### src/rtl/router_fsm_nch.sv
// Control FSM for a 1xN packet router: decodes the header address, steers the packet to one
// output FIFO, and sequences the payload, full-stall, parity, drop and wait-till-empty phases.
module router_fsm_nch #(
    parameter int unsigned NUM_CH   = 3,
    parameter int unsigned ADDR_W   = 2,
    parameter int unsigned WAIT_MAX = 255
) (
    input  logic              clk,
    input  logic              reset,
    input  logic              pkt_valid,
    input  logic [ADDR_W-1:0] data_in,
    input  logic              parity_done,
    input  logic              low_pkt_valid,
    input  logic              fifo_full,
    input  logic [NUM_CH-1:0] fifo_empty,
    input  logic [NUM_CH-1:0] soft_reset,
    output logic [NUM_CH-1:0] dest_sel,
    output logic              detect_addr,
    output logic              lfd_state,
    output logic              ld_state,
    output logic              laf_state,
    output logic              full_state,
    output logic              rst_int_reg,
    output logic              drop_state,
    output logic              write_enb_reg,
    output logic              busy,
    output logic              timeout
);
    localparam int unsigned WCNT_W = $clog2(WAIT_MAX + 1);

    typedef enum logic [3:0] {
        DECODE_ADDRESS,
        LOAD_FIRST_DATA,
        WAIT_TILL_EMPTY,
        LOAD_DATA,
        LOAD_PARITY,
        FIFO_FULL_STATE,
        LOAD_AFTER_FULL,
        CHECK_PARITY_ERROR,
        DROP_PKT
    } state_e;

    state_e            state_q, state_d;
    logic [NUM_CH-1:0] dest_sel_q, dest_sel_d;
    logic [WCNT_W-1:0] wait_cnt_q, wait_cnt_d;
    logic              timeout_q, timeout_d;
    logic              detect_addr_q, detect_addr_d;
    logic              lfd_state_q, lfd_state_d;
    logic              ld_state_q, ld_state_d;
    logic              laf_state_q, laf_state_d;
    logic              full_state_q, full_state_d;
    logic              rst_int_reg_q, rst_int_reg_d;
    logic              drop_state_q, drop_state_d;
    logic              write_enb_reg_q, write_enb_reg_d;
    logic              busy_q, busy_d;

    logic              addr_ok;
    logic [NUM_CH-1:0] addr_oh;
    logic              dest_empty;
    logic              soft_hit;

    // Header address qualification against the channel count, and per-destination qualifiers.
    always_comb begin
        addr_ok    = 32'(data_in) < NUM_CH;
        addr_oh    = addr_ok ? (NUM_CH'(1) << data_in) : '0;
        dest_empty = |(fifo_empty & dest_sel_q);
        soft_hit   = |(soft_reset & dest_sel_q);
    end

    // Next-state, destination latch, wait counter and registered output decodes.
    always_comb begin
        state_d    = state_q;
        dest_sel_d = dest_sel_q;
        wait_cnt_d = wait_cnt_q;
        timeout_d  = 1'b0;

        case (state_q)
            DECODE_ADDRESS: begin
                if (pkt_valid) begin
                    if (!addr_ok) begin
                        state_d = DROP_PKT;
                    end else begin
                        dest_sel_d = addr_oh;
                        wait_cnt_d = '0;
                        state_d    = |(fifo_empty & addr_oh) ? LOAD_FIRST_DATA : WAIT_TILL_EMPTY;
                    end
                end
            end
            WAIT_TILL_EMPTY: begin
                if (dest_empty) begin
                    state_d    = LOAD_FIRST_DATA;
                    wait_cnt_d = '0;
                end else if (wait_cnt_q == WCNT_W'(WAIT_MAX - 1)) begin
                    state_d    = DROP_PKT;
                    timeout_d  = 1'b1;
                    dest_sel_d = '0;
                    wait_cnt_d = '0;
                end else begin
                    wait_cnt_d = wait_cnt_q + WCNT_W'(1);
                end
            end
            LOAD_FIRST_DATA: state_d = LOAD_DATA;
            LOAD_DATA: begin
                if (fifo_full)       state_d = FIFO_FULL_STATE;
                else if (!pkt_valid) state_d = LOAD_PARITY;
            end
            FIFO_FULL_STATE: begin
                if (!fifo_full) state_d = LOAD_AFTER_FULL;
            end
            LOAD_AFTER_FULL: begin
                if (parity_done)        state_d = DECODE_ADDRESS;
                else if (low_pkt_valid) state_d = LOAD_PARITY;
                else                    state_d = LOAD_DATA;
            end
            LOAD_PARITY: state_d = CHECK_PARITY_ERROR;
            CHECK_PARITY_ERROR: begin
                state_d = fifo_full ? FIFO_FULL_STATE : DECODE_ADDRESS;
            end
            DROP_PKT: begin
                if (!pkt_valid) state_d = DECODE_ADDRESS;
            end
            default: state_d = DECODE_ADDRESS;
        endcase

        // A soft reset only matters for the channel this packet is bound to.
        if (soft_hit) begin
            state_d   = DECODE_ADDRESS;
            timeout_d = 1'b0;
        end

        // dest_sel is zero whenever the FSM is idle.
        if (state_d == DECODE_ADDRESS) begin
            dest_sel_d = '0;
            wait_cnt_d = '0;
        end

        detect_addr_d   = state_d == DECODE_ADDRESS;
        lfd_state_d     = state_d == LOAD_FIRST_DATA;
        ld_state_d      = state_d == LOAD_DATA;
        laf_state_d     = state_d == LOAD_AFTER_FULL;
        full_state_d    = state_d == FIFO_FULL_STATE;
        rst_int_reg_d   = state_d == CHECK_PARITY_ERROR;
        drop_state_d    = state_d == DROP_PKT;
        write_enb_reg_d = (state_d == LOAD_DATA) || (state_d == LOAD_PARITY)
                          || (state_d == LOAD_AFTER_FULL);
        busy_d          = (state_d == LOAD_FIRST_DATA) || (state_d == WAIT_TILL_EMPTY)
                          || (state_d == FIFO_FULL_STATE) || (state_d == LOAD_AFTER_FULL)
                          || (state_d == LOAD_PARITY) || (state_d == CHECK_PARITY_ERROR);
    end

    always_ff @(posedge clk) begin
        if (reset) begin
            state_q         <= DECODE_ADDRESS;
            dest_sel_q      <= '0;
            wait_cnt_q      <= '0;
            timeout_q       <= 1'b0;
            detect_addr_q   <= 1'b1;
            lfd_state_q     <= 1'b0;
            ld_state_q      <= 1'b0;
            laf_state_q     <= 1'b0;
            full_state_q    <= 1'b0;
            rst_int_reg_q   <= 1'b0;
            drop_state_q    <= 1'b0;
            write_enb_reg_q <= 1'b0;
            busy_q          <= 1'b0;
        end else begin
            state_q         <= state_d;
            dest_sel_q      <= dest_sel_d;
            wait_cnt_q      <= wait_cnt_d;
            timeout_q       <= timeout_d;
            detect_addr_q   <= detect_addr_d;
            lfd_state_q     <= lfd_state_d;
            ld_state_q      <= ld_state_d;
            laf_state_q     <= laf_state_d;
            full_state_q    <= full_state_d;
            rst_int_reg_q   <= rst_int_reg_d;
            drop_state_q    <= drop_state_d;
            write_enb_reg_q <= write_enb_reg_d;
            busy_q          <= busy_d;
        end
    end

    assign dest_sel      = dest_sel_q;
    assign detect_addr   = detect_addr_q;
    assign lfd_state     = lfd_state_q;
    assign ld_state      = ld_state_q;
    assign laf_state     = laf_state_q;
    assign full_state    = full_state_q;
    assign rst_int_reg   = rst_int_reg_q;
    assign drop_state    = drop_state_q;
    assign write_enb_reg = write_enb_reg_q;
    assign busy          = busy_q;
    assign timeout       = timeout_q;

endmodule

### config.mk
export PLATFORM = sky130hd
export DESIGN_NAME = router_fsm_nch
export DESIGN_NICKNAME = d
export VERILOG_FILES = /design/src/rtl/router_fsm_nch.sv
export SDC_FILE = /design/constraint.sdc
export NUM_CORES = 1
export LEC_CHECK = 0
export ABC_AREA = 1
export CORE_AREA = 2 2 60 62
export CTS_BUF_LIST = sky130_fd_sc_hd__clkbuf_4
export DETAILED_ROUTE_END_ITERATION = 8
export DIE_AREA = 0 0 62 64
export PLACE_DENSITY_LB_ADDON = 0.25
export SLEW_MARGIN = 25
export SYNTH_ARGS = -nofsm -noshare
export SYNTH_HDL_FRONTEND = slang
export SYNTH_SLANG_ARGS = --single-unit
### constraint.sdc
create_clock -name clk -period 4.55 [get_ports clk]
set_input_delay 0.6825 -clock clk [delete_from_list [all_inputs] [get_ports clk]]
set_output_delay 0.6825 -clock clk [all_outputs]
set_load 0.02 [all_outputs]
==> run_results.csv <==
group,metric,value,unit
floorplanning,io-pin-count,27,
sta,finClkSkew,0.008013,ns
routing,drc,0,
logic_synthesis,yosys_warnings,0,
critical_path,crit_type,"input port to register",
power,ir_worst_vdd,222.5,uV
clock_network,clk_pin_slew,0.14,ns
outcome,status,"completed",
clock_network,clk-insertion-delay-late,0.32,ns
sta,layout_min_cycle_time,2.087,ns
logic_synthesis,synth_mux_area_share,0,%
critical_path,regToRegStartpoint,"wait_cnt_q[0]",
global_route,antenna_found_initial,0,
min_path,hold_start,"wait_cnt_q[7]",
floorplanning,core-area,3284,um^2
clock_network,cts-resized-gates,0,
finish,drive_gt1_share,11.25,%
floorplanning,dieArea,3968,um^2
critical_path,crit_top_cell,"nand2_1",
logic_synthesis,seq_area_frac_synth,34.84,%
finish,regMostFlops,"wait_cnt_q",
clock_network,cts_buffers,3,
critical_path,path_max_fanout,12,
finish,final_util,53.41,%
logic_synthesis,synth_fa_ha_area_share,1.742,%
routing,vias_per_cell,4.794,
clock_network,cts_sinks,25,
sta,drv_slew,0,
critical_path,worst_setup_path_start_kind,"input port",
logic_synthesis,synth_xor_area_share,0,%
sta,hold_violations,0,
placement,detailed_place_hpwl,2369,um
clock_network,cts_max_level,1,
min_path,hold_end,"wait_cnt_q[7]",
floorplanning,start_util,43.73,%
floorplanning,die_x,62,um
clock_network,cts_tree,"done",
critical_path,cpMaxStageDelayCell,"clkdlybuf4s50_1",
global_route,grt_pass1_vias,1252,
routing,vias,1371,
critical_path,critPathRequiredTime,4.78,ns
critical_path,r2r_cells,12,
critical_path,crit_chain,"clkdlybuf4s50_1 -> inv_1 -> nand3_1 -> nand2_1 -> inv_1 -> nand2_1 -> nand2_1 -> nand3_2 -> nand2_1 -> nand3_2 -> nand2_2 -> nor2_1",
logic_synthesis,synth_area,1436,um^2
sta,fmax,479.1,MHz
floorplanning,fp.dieH,64,um
routing,dr.pass1.iters,4,
floorplanning,row_count,21,
finish,final_cells,286,
finish,mostFrequentLayoutCells,"nand2_1 (47), inv_1 (32), nor2_1 (27)",
sta,relSlewSlack,77.64,%
logic_synthesis,ys_types,29,
critical_path,r2r_end,"wait_cnt_q[4]",
sta,fin_hold_ws,0.5440,ns
logic_synthesis,synth.avg_cell_area,6.744,um^2
run,maxCapViolations,0,
routing,drt_iter0_drc,62,
logic_synthesis,ys_ff_latch,25,
critical_path,end_kind,"register",
min_path,hold_path_class,"register to register",
sta,setup_slack,2.463,ns
logic_synthesis,synth-simple-area-share,42.16,%
sta,tns,0,ns
logic_synthesis,synth_nets,229,
clock_network,cts_setup_buffers,0,
routing,wl_per_cell,10.18,um
critical_path,cpPeakStageDelay,0.52,ns
logic_synthesis,synth_top_family_by_area,"simple AND/OR/NAND/NOR gates",
placement,place_inst,282,
power,power_density,353.1,nW/um^2
finish,syn_to_final_growth,22.13,%
finish,antenna_cells,0,
critical_path,reg2reg_slack,2.74,ns
critical_path,path_buf_inv,3,
sta,rsz0062_at_grt,"false",
finish,largest_register_ffs,8,
clock_network,clock-root-buffer,"clkbuf_4",
placement,port_buffers,26,
routing,routed_wirelength,2911,um
sta,timing.final.crit_share,45.88,%
min_path,hold_path_depth,2,
critical_path,critical_path.top_delay_family,"simple AND/OR/NAND/NOR gates",
global_route,grt_max_degree,16,
sta,worst_pin_slew,0.3344,ns
sta,finalSetupViolations,0,
clock_network,cts_buffer_depth,2,
power,p_leak,0.0007641,uW
critical_path,worstPathArrival,2.31,ns
finish,layout_commonest_cell,"nand2_1",
global_route,grt_pass1_wl,5154,um
placement,place_congestion,0.8613,
logic_synthesis,synth_compound_area_share,10.54,%
finish,finalNetCount,257,
global_route,overflow,0,
placement,post-place-ws,2.086,ns
routing,final_antenna_net_count,0,
logic_synthesis,synthesis.instances,213,
clock_network,hold_buffers,0,
global_route,grt_usage,16.91,%
-- where the power goes --
group / switching (uW) / total, uW / leakage, uW / internal [uW]
combinational: 164 / 262 / 0.000548 / 98.1
sequential: 17.5 / 257 / 0.000203 / 239
clock: 66.6 / 100 / 0.0000139 / 33.7
-- worst min-delay path, cell delays in order, from the launching register on --
cell,delay [ns]
dfxtp_1,0.36
o21ai_0,0.09
nor2_1,0.08
-- logic make-up (layout without fill, tap and decap cells) --
family | after synthesis | in the layout
AOI/OAI and AO/OA | 25 | 25
and+or+nand+nor | 125 | 125
DFF | 25 | 25
buffers and inverters | 36 | 63
adders and majority gates | 2 | 2
-- Yosys cell counts --
library cell	number	area, um^2
inv_2	1	3.750
nor2_1	27	101.4
a21oi_2	1	8.760
ha_1	2	25.02
nor2_4	2	22.52
nand2_4	1	11.26
o21ai_2	1	8.760
a21o_1	1	7.510
o21ai_0	12	60.06
o21bai_1	1	7.510
nor4_1	3	18.77
a21oi_1	2	10.01
nor3_1	3	15.01
dfxtp_1	25	500.5
buf_6	2	22.52
a22oi_1	1	7.510
nand3_1	24	120.1
o211ai_1	1	7.510
nand3_4	1	17.52
o22ai_1	1	6.260
nand2_2	3	18.77
nor2_2	9	56.30
nand3b_1	1	7.510
nand2_1	47	176.4
nand3_2	4	40.04
o21ai_1	1	5.000
buf_4	1	7.510
inv_1	32	120.1
o21a_1	3	22.52
-- cell type report --
class                   count  area (um^2)
clock buffers               3        22.52
clock inverters             1        7.507
fillers                   340         1530
inverters                  33        123.9
multi-input cells         152        782.0
flip-flops and latches     25        500.5
well taps                  46        57.56
repair buffers             26        260.3
-- worst max path at each step --
stage                              from       endpoint  slack, ns  cells past startpoint
after floorplan           fifo_empty[1]  wait_cnt_q[5]       2.85                     10
after global placement       data_in[1]  wait_cnt_q[4]       2.14                     12
after detailed placement     data_in[1]  wait_cnt_q[4]       2.09                     12
after CTS                    data_in[1]  wait_cnt_q[4]       2.46                     12
after global routing         data_in[1]  wait_cnt_q[4]       2.31                     12
final                        data_in[1]  wait_cnt_q[4]       2.46                     12
-- per-layer routing --
metal	routed length, um	up-vias	track usage [%]
met2	1367	14	26.82
li1	-	734	-
met3	40	7	2.024
met1	1434	616	22.26
met5	0	-	0
met4	68	0	7.713
-- stage by stage --
stage | total power, uW | cell area, um^2
after floorplan | 459.6 | 1436
after global placement | 526.8 | 1724
after detailed placement | 526.2 | 1724
after CTS | 629.9 | 1754
after global routing | 675.6 | 1754
final | 619.5 | 1754
Note: power is estimated with default switching activity, not from simulation.
